### config.mk
export PLATFORM = sky130hd
export DESIGN_NAME = uart_tx_arbiter
export DESIGN_NICKNAME = d
export VERILOG_FILES = /design/src/rtl/uart_defs_pkg.sv /design/src/rtl/rr_arbiter.sv /design/src/rtl/uart_tx_arbiter.sv
export SDC_FILE = /design/constraint.sdc
export NUM_CORES = 1
export LEC_CHECK = 0
export CELL_PAD_IN_SITES_DETAIL_PLACEMENT = 0
export CELL_PAD_IN_SITES_GLOBAL_PLACEMENT = 2
export CORE_MARGIN = 2
export CORE_UTILIZATION = 34
export CTS_CLUSTER_DIAMETER = 150
export DETAILED_ROUTE_END_ITERATION = 8
export PLACE_DENSITY = 0.9
export SLEW_MARGIN = 25
export SYNTH_ARGS = -nofsm -noshare
export SYNTH_HDL_FRONTEND = slang
export SYNTH_SLANG_ARGS = --single-unit
export TNS_END_PERCENT = 30
### constraint.sdc
create_clock -name clk -period 10 [get_ports clk]
set_clock_uncertainty 0.2 [all_clocks]
set_input_delay 1 -clock clk [delete_from_list [all_inputs] [get_ports clk]]
set_output_delay 1 -clock clk [all_outputs]
set_load 0.02 [all_outputs]
### src/rtl/uart_defs_pkg.sv
// Shared definitions for the UART transmit path.
//   uart_state_t       : transmit FSM state encoding (IDLE/START/DATA/STOP)
//   DATA_BITS          : payload bits per frame (8N1)
//   STOP_BITS          : stop bits per frame
//   BAUD_SCALE_DEFAULT : clk cycles per bit for 100 MHz / 9600 baud
//   BAUD_SCALE_SIM     : short bit time used in simulation
package uart_defs;

    typedef enum logic [1:0] {
        IDLE  = 2'd0,
        START = 2'd1,
        DATA  = 2'd2,
        STOP  = 2'd3
    } uart_state_t;

    localparam int DATA_BITS          = 8;
    localparam int STOP_BITS          = 1;
    localparam int BAUD_SCALE_DEFAULT = 10416;
    localparam int BAUD_SCALE_SIM     = 4;

endpackage

### src/rtl/rr_arbiter.sv
// Combinational round-robin priority rotation.
//   req    : per-client request vector
//   last   : index of the most recently granted client (lowest priority now)
//   enable : when low, no grant is produced
//   grant  : one-hot winner (all zero when nothing is requested or disabled)
//   id     : encoded index of the winner (0 when grant is zero)
// The pointer register itself lives in the parent.
module rr_arbiter #(
    parameter int NUM_REQ = 4,
    localparam int ID_W = $clog2(NUM_REQ)
) (
    input  logic [NUM_REQ-1:0] req,
    input  logic [ID_W-1:0]    last,
    input  logic               enable,
    output logic [NUM_REQ-1:0] grant,
    output logic [ID_W-1:0]    id
);

    logic            found;
    logic [ID_W-1:0] idx;

    // Search last+1, last+2, ... wrapping modulo NUM_REQ; the first hit wins,
    // so the client just served is examined last.
    always_comb begin
        grant = '0;
        id    = '0;
        found = 1'b0;
        idx   = '0;
        for (int off = 1; off <= NUM_REQ; off++) begin
            idx = ID_W'((int'(last) + off) % NUM_REQ);
            if (enable && !found && req[idx]) begin
                grant[idx] = 1'b1;
                id         = idx;
                found      = 1'b1;
            end
        end
    end

endmodule

### src/rtl/uart_tx_arbiter.sv
// Shares one 8N1 UART transmit line between NUM_REQ byte-producing clients.
//   clk        : system clock
//   reset      : asynchronous active-high reset
//   req        : per-client level request, held by the client until granted
//   data       : byte for client i on data[8*i+7:8*i], sampled in the grant cycle
//   grant      : one-hot one-cycle pulse marking the cycle the byte is captured
//   txd        : serial line, idle high
//   busy       : high while a frame is on the line
//   active_id  : client owning the current or most recent frame
//   frame_done : one-cycle pulse in the last clock of the stop bit
//   state_dbg  : current FSM state, for observation only
//
// Handshake: a client raises req[i] with its byte on data and holds both until
// it sees grant[i]; the byte is captured in that grant cycle, after which req
// and data may change freely. Grants are only issued from IDLE.
//
// All outputs are registered from next-state values, so txd trails the FSM
// state by one clock: the state enters START in the grant cycle T and the
// start bit appears on txd from T+1.
module uart_tx_arbiter
    import uart_defs::*;
#(
    parameter int NUM_REQ    = 4,
    parameter int BAUD_SCALE = BAUD_SCALE_DEFAULT,
    localparam int ID_W = $clog2(NUM_REQ)
) (
    input  logic                   clk,
    input  logic                   reset,
    input  logic [NUM_REQ-1:0]     req,
    input  logic [8*NUM_REQ-1:0]   data,
    output logic [NUM_REQ-1:0]     grant,
    output logic                   txd,
    output logic                   busy,
    output logic [ID_W-1:0]        active_id,
    output logic                   frame_done,
    output uart_state_t            state_dbg
);

    localparam int CNT_W = $clog2(BAUD_SCALE);
    localparam logic [CNT_W-1:0] CNT_MAX = CNT_W'(BAUD_SCALE - 1);

    uart_state_t       state, state_next;
    logic [CNT_W-1:0]  cnt, cnt_next;
    logic [2:0]        bit_idx, bit_next;
    logic [7:0]        shreg, shreg_next;
    logic [ID_W-1:0]   last, last_next;
    logic [ID_W-1:0]   id_next;
    logic [NUM_REQ-1:0] grant_next;
    logic              txd_next, busy_next, frame_done_next;

    logic [NUM_REQ-1:0] arb_grant;
    logic [ID_W-1:0]    arb_id;
    logic               bit_end;

    rr_arbiter #(.NUM_REQ(NUM_REQ)) u_rr_arbiter (
        .req    (req),
        .last   (last),
        .enable (state == IDLE),
        .grant  (arb_grant),
        .id     (arb_id)
    );

    assign bit_end   = (cnt == CNT_MAX);
    assign state_dbg = state;

    always_comb begin
        state_next      = state;
        cnt_next        = cnt;
        bit_next        = bit_idx;
        shreg_next      = shreg;
        last_next       = last;
        id_next         = active_id;
        grant_next      = '0;
        txd_next        = 1'b1;
        busy_next       = (state != IDLE);
        frame_done_next = 1'b0;

        // Bit-time counter runs continuously outside IDLE and wraps at CNT_MAX.
        if (state != IDLE) begin
            cnt_next = bit_end ? '0 : cnt + 1'b1;
        end

        case (state)
            IDLE: begin
                if (|arb_grant) begin
                    grant_next = arb_grant;
                    for (int i = 0; i < NUM_REQ; i++) begin
                        if (arb_grant[i]) begin
                            shreg_next = data[8*i +: 8];
                        end
                    end
                    id_next    = arb_id;
                    last_next  = arb_id;
                    cnt_next   = '0;
                    bit_next   = '0;
                    state_next = START;
                end
            end
            START: begin
                txd_next = 1'b0;
                if (bit_end) begin
                    state_next = DATA;
                end
            end
            DATA: begin
                txd_next = shreg[0];
                if (bit_end) begin
                    shreg_next = shreg >> 1;
                    if (bit_idx == 3'(DATA_BITS - 1)) begin
                        bit_next   = '0;
                        state_next = STOP;
                    end else begin
                        bit_next = bit_idx + 3'd1;
                    end
                end
            end
            STOP: begin
                txd_next = 1'b1;
                if (bit_end) begin
                    if (bit_idx == 3'(STOP_BITS - 1)) begin
                        frame_done_next = 1'b1;
                        bit_next        = '0;
                        state_next      = IDLE;
                    end else begin
                        bit_next = bit_idx + 3'd1;
                    end
                end
            end
            default: begin
                state_next = IDLE;
            end
        endcase
    end

    // Reset abandons any frame in flight: line goes high at once and the
    // pointer returns to NUM_REQ-1 so client 0 is served first.
    always_ff @(posedge clk or posedge reset) begin
        if (reset) begin
            state      <= IDLE;
            cnt        <= '0;
            bit_idx    <= '0;
            shreg      <= '0;
            last       <= ID_W'(NUM_REQ - 1);
            active_id  <= '0;
            grant      <= '0;
            txd        <= 1'b1;
            busy       <= 1'b0;
            frame_done <= 1'b0;
        end else begin
            state      <= state_next;
            cnt        <= cnt_next;
            bit_idx    <= bit_next;
            shreg      <= shreg_next;
            last       <= last_next;
            active_id  <= id_next;
            grant      <= grant_next;
            txd        <= txd_next;
            busy       <= busy_next;
            frame_done <= frame_done_next;
        end
    end

endmodule

==> results.yml, run 1 <==
sta:
  final_cycle_share_pct: 46.8
  final-max-slew-violation-count: 0
  hold_viol: 0
  relSlewSlack_pct: 36.5
  timing.hold.ws_ns: 0.284
  finalSetupViolCount: 0
  final.setup.tns_ns: 0
  layout_min_cycle_time_ns: 4.68
  setup_repair_after_global_routing_missed_its_margin: "no"
  max_freq_ghz: 0.214
  timing_worst_slew_pin_value_ns: 0.953
layout:
  area_growth_syn_to_layout_pct: 23.4
  final_common_cell: "sky130_fd_sc_hd__clkdlybuf4s50_1"
  fin_util_pct: 43.5
  stdcell_area_mm2: 0.00317
  layout.cells.most_common_list: "sky130_fd_sc_hd__clkdlybuf4s50_1, sky130_fd_sc_hd__nand2_1, sky130_fd_sc_hd__dfrtp_1"
  drive_gt1_share_pct: 9.40
  antenna_cells: 0
  num-fill-cells: 761
  fin_nets: 372
global_route:
  use_met1_pct: 22.1
  grt_antenna_before_repair: 0
  grt_pass1_vias: 2122
  largest_net_degree_at_the_start_of_global_routing: 39
  globalRouteTotalUtil_pct: 15.4
  grt_overflow_total: 0
  grt.busiest_layer: "met2"
  met2_usage_pct: 23.6
  met3_usage_pct: 3.24
  global_route_wire_length_before_repair_mm: 10.5
yosys:
  postSynthCellCount: 276
  syn_nets: 330
  syn-mean-instance-area_um2: 9.32
  ys_ff_latch: 38
  yosysUniqueCellTypes: 52
  yosysSeqAreaShare_pct: 37.1
  yosys_warnings: 0
  syn-cell-area_mm2: 0.00257
detailed_routing:
  routed-via-count: 2111
  postRouteAntennaNets: 0
  post-route-drc-count: 0
  detail_route.wl_per_cell_um: 14.2
  drt_pass1_iterations: 4
  dr.first_iter.drc_count: 63
  drt_wl_total_mm: 5.93
  via_per_inst: 5.05
clock_tree:
  clk_pin_slew_worst_paths_ns: 0.07
  clk_root_buffer_cell: "sky130_fd_sc_hd__clkbuf_8"
  cts-buffers-inserted: 5
  tritoncts: "built"
  cts-resized-gates: 0
  post_cts_hold_buffer_count: 0
  cts.sinks: 38
  clkLatencyLatePin_ns: 0.30
  cts-htree-levels: 2
  cts_setup_buffers: 0
  cts-root-to-sink-buffers: 2
worst_setup_path:
  critical_path_buf_inv_count: 2
  timing.critical_path.required_ns: 10.01
  cp_slowest_stage_delay_ns: 0.75
  critPathCaptureType: "flip-flop"
  crit_path_frequent_cell: "sky130_fd_sc_hd__inv_1"
  worstReg2RegStart: "last[0]"
  critPathArrivalTime_ns: 4.70
  cp_cell_sequence: "inv_1 -> ha_1 -> mux4_2 -> nor3b_2 -> a221oi_2 -> inv_1 -> nor4_4 -> o21ai_2 -> nor2_1"
  cpLargestDelayFamily: "compound AO/OA/AOI/OAI gates"
  worst_setup_path_startpoint: "last[0]"
  reg2regPathDepth: 9
  timing.critical_path.slowest_stage_cell: "sky130_fd_sc_hd__dfstp_2"
  instance_count_on_the_critical_path: 9
  worstPathMaxFanout: 16
  startpoint_type: "flip-flop"
  crit_type: "reg -> reg"
power_and_ir_drop:
  power_leakage_nw: 1.33
  vdd_drop_max_uv: 77.8
  powerDensity_mw_per_mm2: 264
place:
  detailed_place_hpwl_mm: 4.25
  detailed_place.area_mm2: 0.00308
  number_of_buffer_cells_added_on_primary_ports: 48
  gpl.final_weighted_congestion: 0.781
flow_run:
  maxCapViolations: 0
hold_path:
  hold_path.class: "reg -> reg"
  holdCritStartpoint: "active_id[0]"
  hold-path-cell-count: 2
floorplan:
  placeableCoreArea_mm2: 0.00729
  floorplan.die.width_um: 91.0
  core.rowCount: 31
  die-height_um: 91.0
  initial_utilization_pct: 35.3
  die-area_mm2: 0.00827
  num_io_pins: 49
outcome:
  result_of_the_run: "completed"
[flip-flops by register name, summed over array words and instances, names as in the netlist]
register    count
cnt            14
shreg           8
grant           4
bit_idx         3
active_id       2
last            2
state_dbg       2
busy            1
frame_done      1
txd             1
[layer usage]
metal / up-vias / share of wire, %
met3: 7 / 3.3
met2: 40 / 46
met1: 990 / 50
met4: 0 / 1.1
li1: 1074 / -
met5: - / 0
[synthesized netlist by cell type, drive strengths merged]
| cell type | n | share of area, % |
|---|---|---|
| nor2 | 16 | 2.3 |
| xnor2 | 4 | 1.4 |
| nor4 | 2 | 1.1 |
| inv | 15 | 2.2 |
| and3 | 3 | 0.73 |
| o31ai | 2 | 0.58 |
| nor3 | 11 | 2.5 |
| a31oi | 7 | 1.7 |
| nor4b | 3 | 1.0 |
| ha | 16 | 7.8 |
| nand2 | 42 | 6.1 |
| and4 | 1 | 0.34 |
| xor2 | 7 | 2.4 |
| dfstp | 3 | 3.1 |
| o21ai | 24 | 4.8 |
| buf | 11 | 3.5 |
| mux4 | 4 | 3.5 |
| mux2i | 4 | 1.6 |
| and2 | 1 | 0.24 |
| a2111oi | 1 | 0.34 |
| nor3b | 2 | 0.78 |
| nand2b | 4 | 0.97 |
| or3 | 1 | 0.24 |
| a22o | 7 | 2.4 |
| clkinv | 1 | 0.15 |
| a2bb2oi | 3 | 1.0 |
| nand4 | 3 | 0.73 |
| a21oi | 10 | 1.9 |
| a41oi | 2 | 0.97 |
| a221o | 2 | 0.78 |
| o32a | 1 | 0.39 |
| a41o | 1 | 0.39 |
| a221oi | 3 | 1.5 |
| clkbuf | 3 | 0.44 |
| nor2b | 2 | 0.49 |
| dfrtp | 35 | 34 |
| or2 | 1 | 0.24 |
| a211oi | 3 | 1.1 |
| nand3b | 4 | 1.2 |
| mux2 | 4 | 1.8 |
| nand3 | 7 | 1.4 |
[per-stage QoR]
stage          worst slack (ns)  cells  total power [W]
2_1_floorplan              6.51    276         0.000635
3_3_place_gp               5.26    410         0.000729
3_5_place_dp               5.16    410         0.000733
4_1_cts                    5.26    418         0.000848
5_1_grt                    4.82    418         0.000919
6_report                   5.32    418         0.000837
[tightest hold or removal path, stage by stage, from the launching register on]
cell                      delay (ns)
sky130_fd_sc_hd__dfrtp_1        0.35
sky130_fd_sc_hd__nand2_1        0.05
sky130_fd_sc_hd__nand2_1        0.05
[cell type report]
type | count | area, µm² | area share, %
repair buffers | 49 | 488 | 15.4
flip-flops and latches | 38 | 955 | 30.1
multi-input cells | 208 | 1460 | 45.9
well taps | 99 | 124 | 3.90
inverters | 16 | 60.1 | 1.89
clock buffers | 8 | 90.1 | 2.84
[logic make-up (layout without fill, tap and decap cells)]
logic type      after synthesis  in the layout  synth area share [%]
buf+inv                      30             73                  6.23
compound gates               66             66                  17.9
flops                        38             38                  37.1
xor+xnor                     11             11                  3.75
mux                          12             12                  6.81
fa+ha+maj                    16             16                  7.79
simple gates                103            103                  20.4
[worst paths after layout]
path / endpoint / slack (ns)
min in group asynchronous: cnt[10] / 0.93
min: active_id[0] / 0.28
max reg2reg: cnt[9] / 5.32
max: cnt[9] / 5.32
max in group asynchronous: last[0] / 8.30
min reg2reg: active_id[0] / 0.28
[report_power, final]
part / leakage, nW / internal, W / switching, W
Sequential: 0.487 / 0.000209 / 0.0000432
Combinational: 0.794 / 0.000203 / 0.000270
Clock: 0.0455 / 0.0000563 / 0.0000548
(Power assumes the default switching activity.)
==> run 2, diff against run 1 <==
--- a/config.mk
+++ b/config.mk
@@ -8,10 +8,10 @@
 export CELL_PAD_IN_SITES_DETAIL_PLACEMENT = 0
 export CELL_PAD_IN_SITES_GLOBAL_PLACEMENT = 2
 export CORE_MARGIN = 2
-export CORE_UTILIZATION = 34
+export CORE_UTILIZATION = 32
 export CTS_CLUSTER_DIAMETER = 150
 export DETAILED_ROUTE_END_ITERATION = 8
-export PLACE_DENSITY = 0.9
+export PLACE_DENSITY = 0.86
 export SLEW_MARGIN = 25
 export SYNTH_ARGS = -nofsm -noshare
 export SYNTH_HDL_FRONTEND = slang
==> constraint.sdc (replaced) <==
create_clock -name clk -period 4.6 [get_ports clk]
set_clock_uncertainty 0.2 [all_clocks]
set_input_delay 0.46 -clock clk [delete_from_list [all_inputs] [get_ports clk]]
set_output_delay 0.46 -clock clk [all_outputs]
set_load 0.02 [all_outputs]
==> run 2 against run 1 <==
Combinational power up 130%. Setup slack worse by 4.8 ns. Register-to-register slack worse by 4.8 ns. Power up 120%. Clock-buffer cell count down 1. Hold slack better by 0.0042 ns.
==> results.yml, run 2 (synthesis gave the netlist of run 1 again) <==
outcome:
  result_of_the_run: "completed"
sta:
  final.setup.tns_ns: 0
  timing_worst_slew_pin_value_ns: 0.623
  relSlewSlack_pct: 58.2
  max_freq_ghz: 0.246
  setup_slack_ns: 0.532
  final_cycle_share_pct: 88.4
  finalSetupViolCount: 0
  setup_repair_after_global_routing_missed_its_margin: "no"
  hold_viol: 0
  final-max-slew-violation-count: 0
  timing.hold.ws_ns: 0.288
  layout_min_cycle_time_ns: 4.07
floorplan:
  floorplan.die.width_um: 93.6
  placeableCoreArea_mm2: 0.00777
  core.rowCount: 32
  initial_utilization_pct: 33.1
  num_io_pins: 49
  die-height_um: 93.6
  die-area_mm2: 0.00877
detailed_routing:
  post-route-drc-count: 0
  dr.first_iter.drc_count: 78
  via_per_inst: 5.07
  drt_wl_total_mm: 6.09
  routed-via-count: 2155
  postRouteAntennaNets: 0
  drt_pass1_iterations: 4
  detail_route.wl_per_cell_um: 14.3
power_and_ir_drop:
  power_leakage_nw: 1.35
  fin_total_pwr_w: 0.00186
  vdd_drop_max_uv: 202
  powerDensity_mw_per_mm2: 578
place:
  preCtsSetupSlack_ns: 0.520
  detailed_place_hpwl_mm: 4.36
  number_of_buffer_cells_added_on_primary_ports: 48
  gpl.final_weighted_congestion: 0.779
layout:
  register_bank_with_the_most_flops: "cnt"
  largest_regs: "cnt: 14 flops, shreg: 8 flops, grant: 4 flops"
  largest_reg_flops: 14
  fin_util_pct: 41.3
  antenna_cells: 0
  drive_gt1_share_pct: 10.8
  area_growth_syn_to_layout_pct: 24.8
  final_common_cell: "sky130_fd_sc_hd__clkdlybuf4s50_1"
  layout.cells.most_common_list: "sky130_fd_sc_hd__clkdlybuf4s50_1, sky130_fd_sc_hd__nand2_1, sky130_fd_sc_hd__dfrtp_1"
  fin_nets: 376
  num-fill-cells: 801
hold_path:
  hold_path.class: "reg -> reg"
  hold-path-cell-count: 2
worst_setup_path:
  critPathCaptureType: "flip-flop"
  crit_type: "reg -> reg"
  reg2regPathDepth: 9
  timing.critical_path.required_ns: 4.61
  worst-r2r-setup-slack_ns: 0.53
  timing.critical_path.slowest_stage_cell: "sky130_fd_sc_hd__dfstp_2"
  critPathArrivalTime_ns: 4.08
  crit_path_frequent_cell: "sky130_fd_sc_hd__inv_1"
  startpoint_type: "flip-flop"
  cp_slowest_stage_delay_ns: 0.74
  cp_cell_sequence: "inv_1 -> ha_1 -> mux4_2 -> nor3b_2 -> a221oi_2 -> inv_1 -> nor4_4 -> o21ai_2 -> nor2_1"
  worstPathMaxFanout: 16
clock_tree:
  cts-resized-gates: 0
  clkLatencyLatePin_ns: 0.29
  cts-htree-levels: 2
  cts-buffers-inserted: 5
  clk_root_buffer_cell: "sky130_fd_sc_hd__clkbuf_8"
  cts_setup_buffers: 0
  cts-root-to-sink-buffers: 2
  post_cts_hold_buffer_count: 0
  clk_pin_slew_worst_paths_ns: 0.07
  cts.sinks: 38
  tritoncts: "built"
global_route:
  grt_overflow_total: 0
  globalRouteTotalUtil_pct: 14.8
  grt_pass1_vias: 2130
  global_route_wire_length_before_repair_mm: 10.4
  grt_antenna_before_repair: 0
  largest_net_degree_at_the_start_of_global_routing: 39
flow_run:
  maxCapViolations: 0
==> run 2: cell types whose count changed in the layout (fill, tap and decap cells not counted), sizes merged <==
cell,previous run,this run
buf,1,5
clkbuf,8,7
clkinv,1,2
==> run 2: metrics by stage <==
stage	std cells	instance area, µm²
2_1_floorplan	276	2570
3_3_place_gp	417	3120
3_5_place_dp	417	3120
4_1_cts	425	3210
5_1_grt	425	3210
6_report	425	3210
==> run 2: cell type report <==
type | count | area, µm² | area share, %
multi-input cells | 208 | 1460 | 45.4
flip-flops and latches | 38 | 955 | 29.8
repair buffers | 53 | 518 | 16.1
well taps | 102 | 128 | 3.98
clock buffers | 7 | 86.3 | 2.69
inverters | 16 | 60.1 | 1.87
clock inverters | 1 | 5.00 | 0.156
==> run 2: where the power goes <==
group	leakage, nW	switching [W]	internal, W
sequential	0.487	0.0000925	0.000455
clock	0.0482	0.000117	0.000121
combinational	0.812	0.000614	0.000455
==> run 2: path summary, 6_finish.rpt <==
kind	from	endpoint
worst min-delay path	active_id[0]	active_id[0]
worst max-delay path	last[0]	cnt[6]
worst max register to register	last[0]	cnt[6]
worst min register to register	active_id[0]	active_id[0]
min in group asynchronous	reset	bit_idx[1]
max in group asynchronous	reset	last[1]
==> run 2: routing by layer <==
| metal | track usage, % | vias to the layer above | part of all wire, % |
|---|---|---|---|
| li1 | - | 1074 | - |
| met1 | 20.2 | 1025 | 48 |
| met2 | 23.7 | 54 | 46 |
| met3 | 4.43 | 2 | 4.9 |
| met4 | 2.54 | 0 | 0.48 |
| met5 | 0 | - | 0 |
==> run 2: critical path: cells and delay by family, from the launching register on <==
family,cells,cell delay [ns]
flops,1,0.74
simple gates,3,0.99
fa+ha+maj,1,0.44
compound gates,2,0.63
buf+inv,2,0.42
mux,1,0.56
==> run 3, diff against run 2 <==
--- a/config.mk
+++ b/config.mk
@@ -9,7 +9,7 @@
 export CELL_PAD_IN_SITES_GLOBAL_PLACEMENT = 2
 export CORE_MARGIN = 2
 export CORE_UTILIZATION = 32
-export CTS_CLUSTER_DIAMETER = 150
+export CTS_CLUSTER_DIAMETER = 120
 export DETAILED_ROUTE_END_ITERATION = 8
 export PLACE_DENSITY = 0.86
 export SLEW_MARGIN = 25
==> results of run 3 <==
Final layout, timing and power as in run 2 (identical DEF).
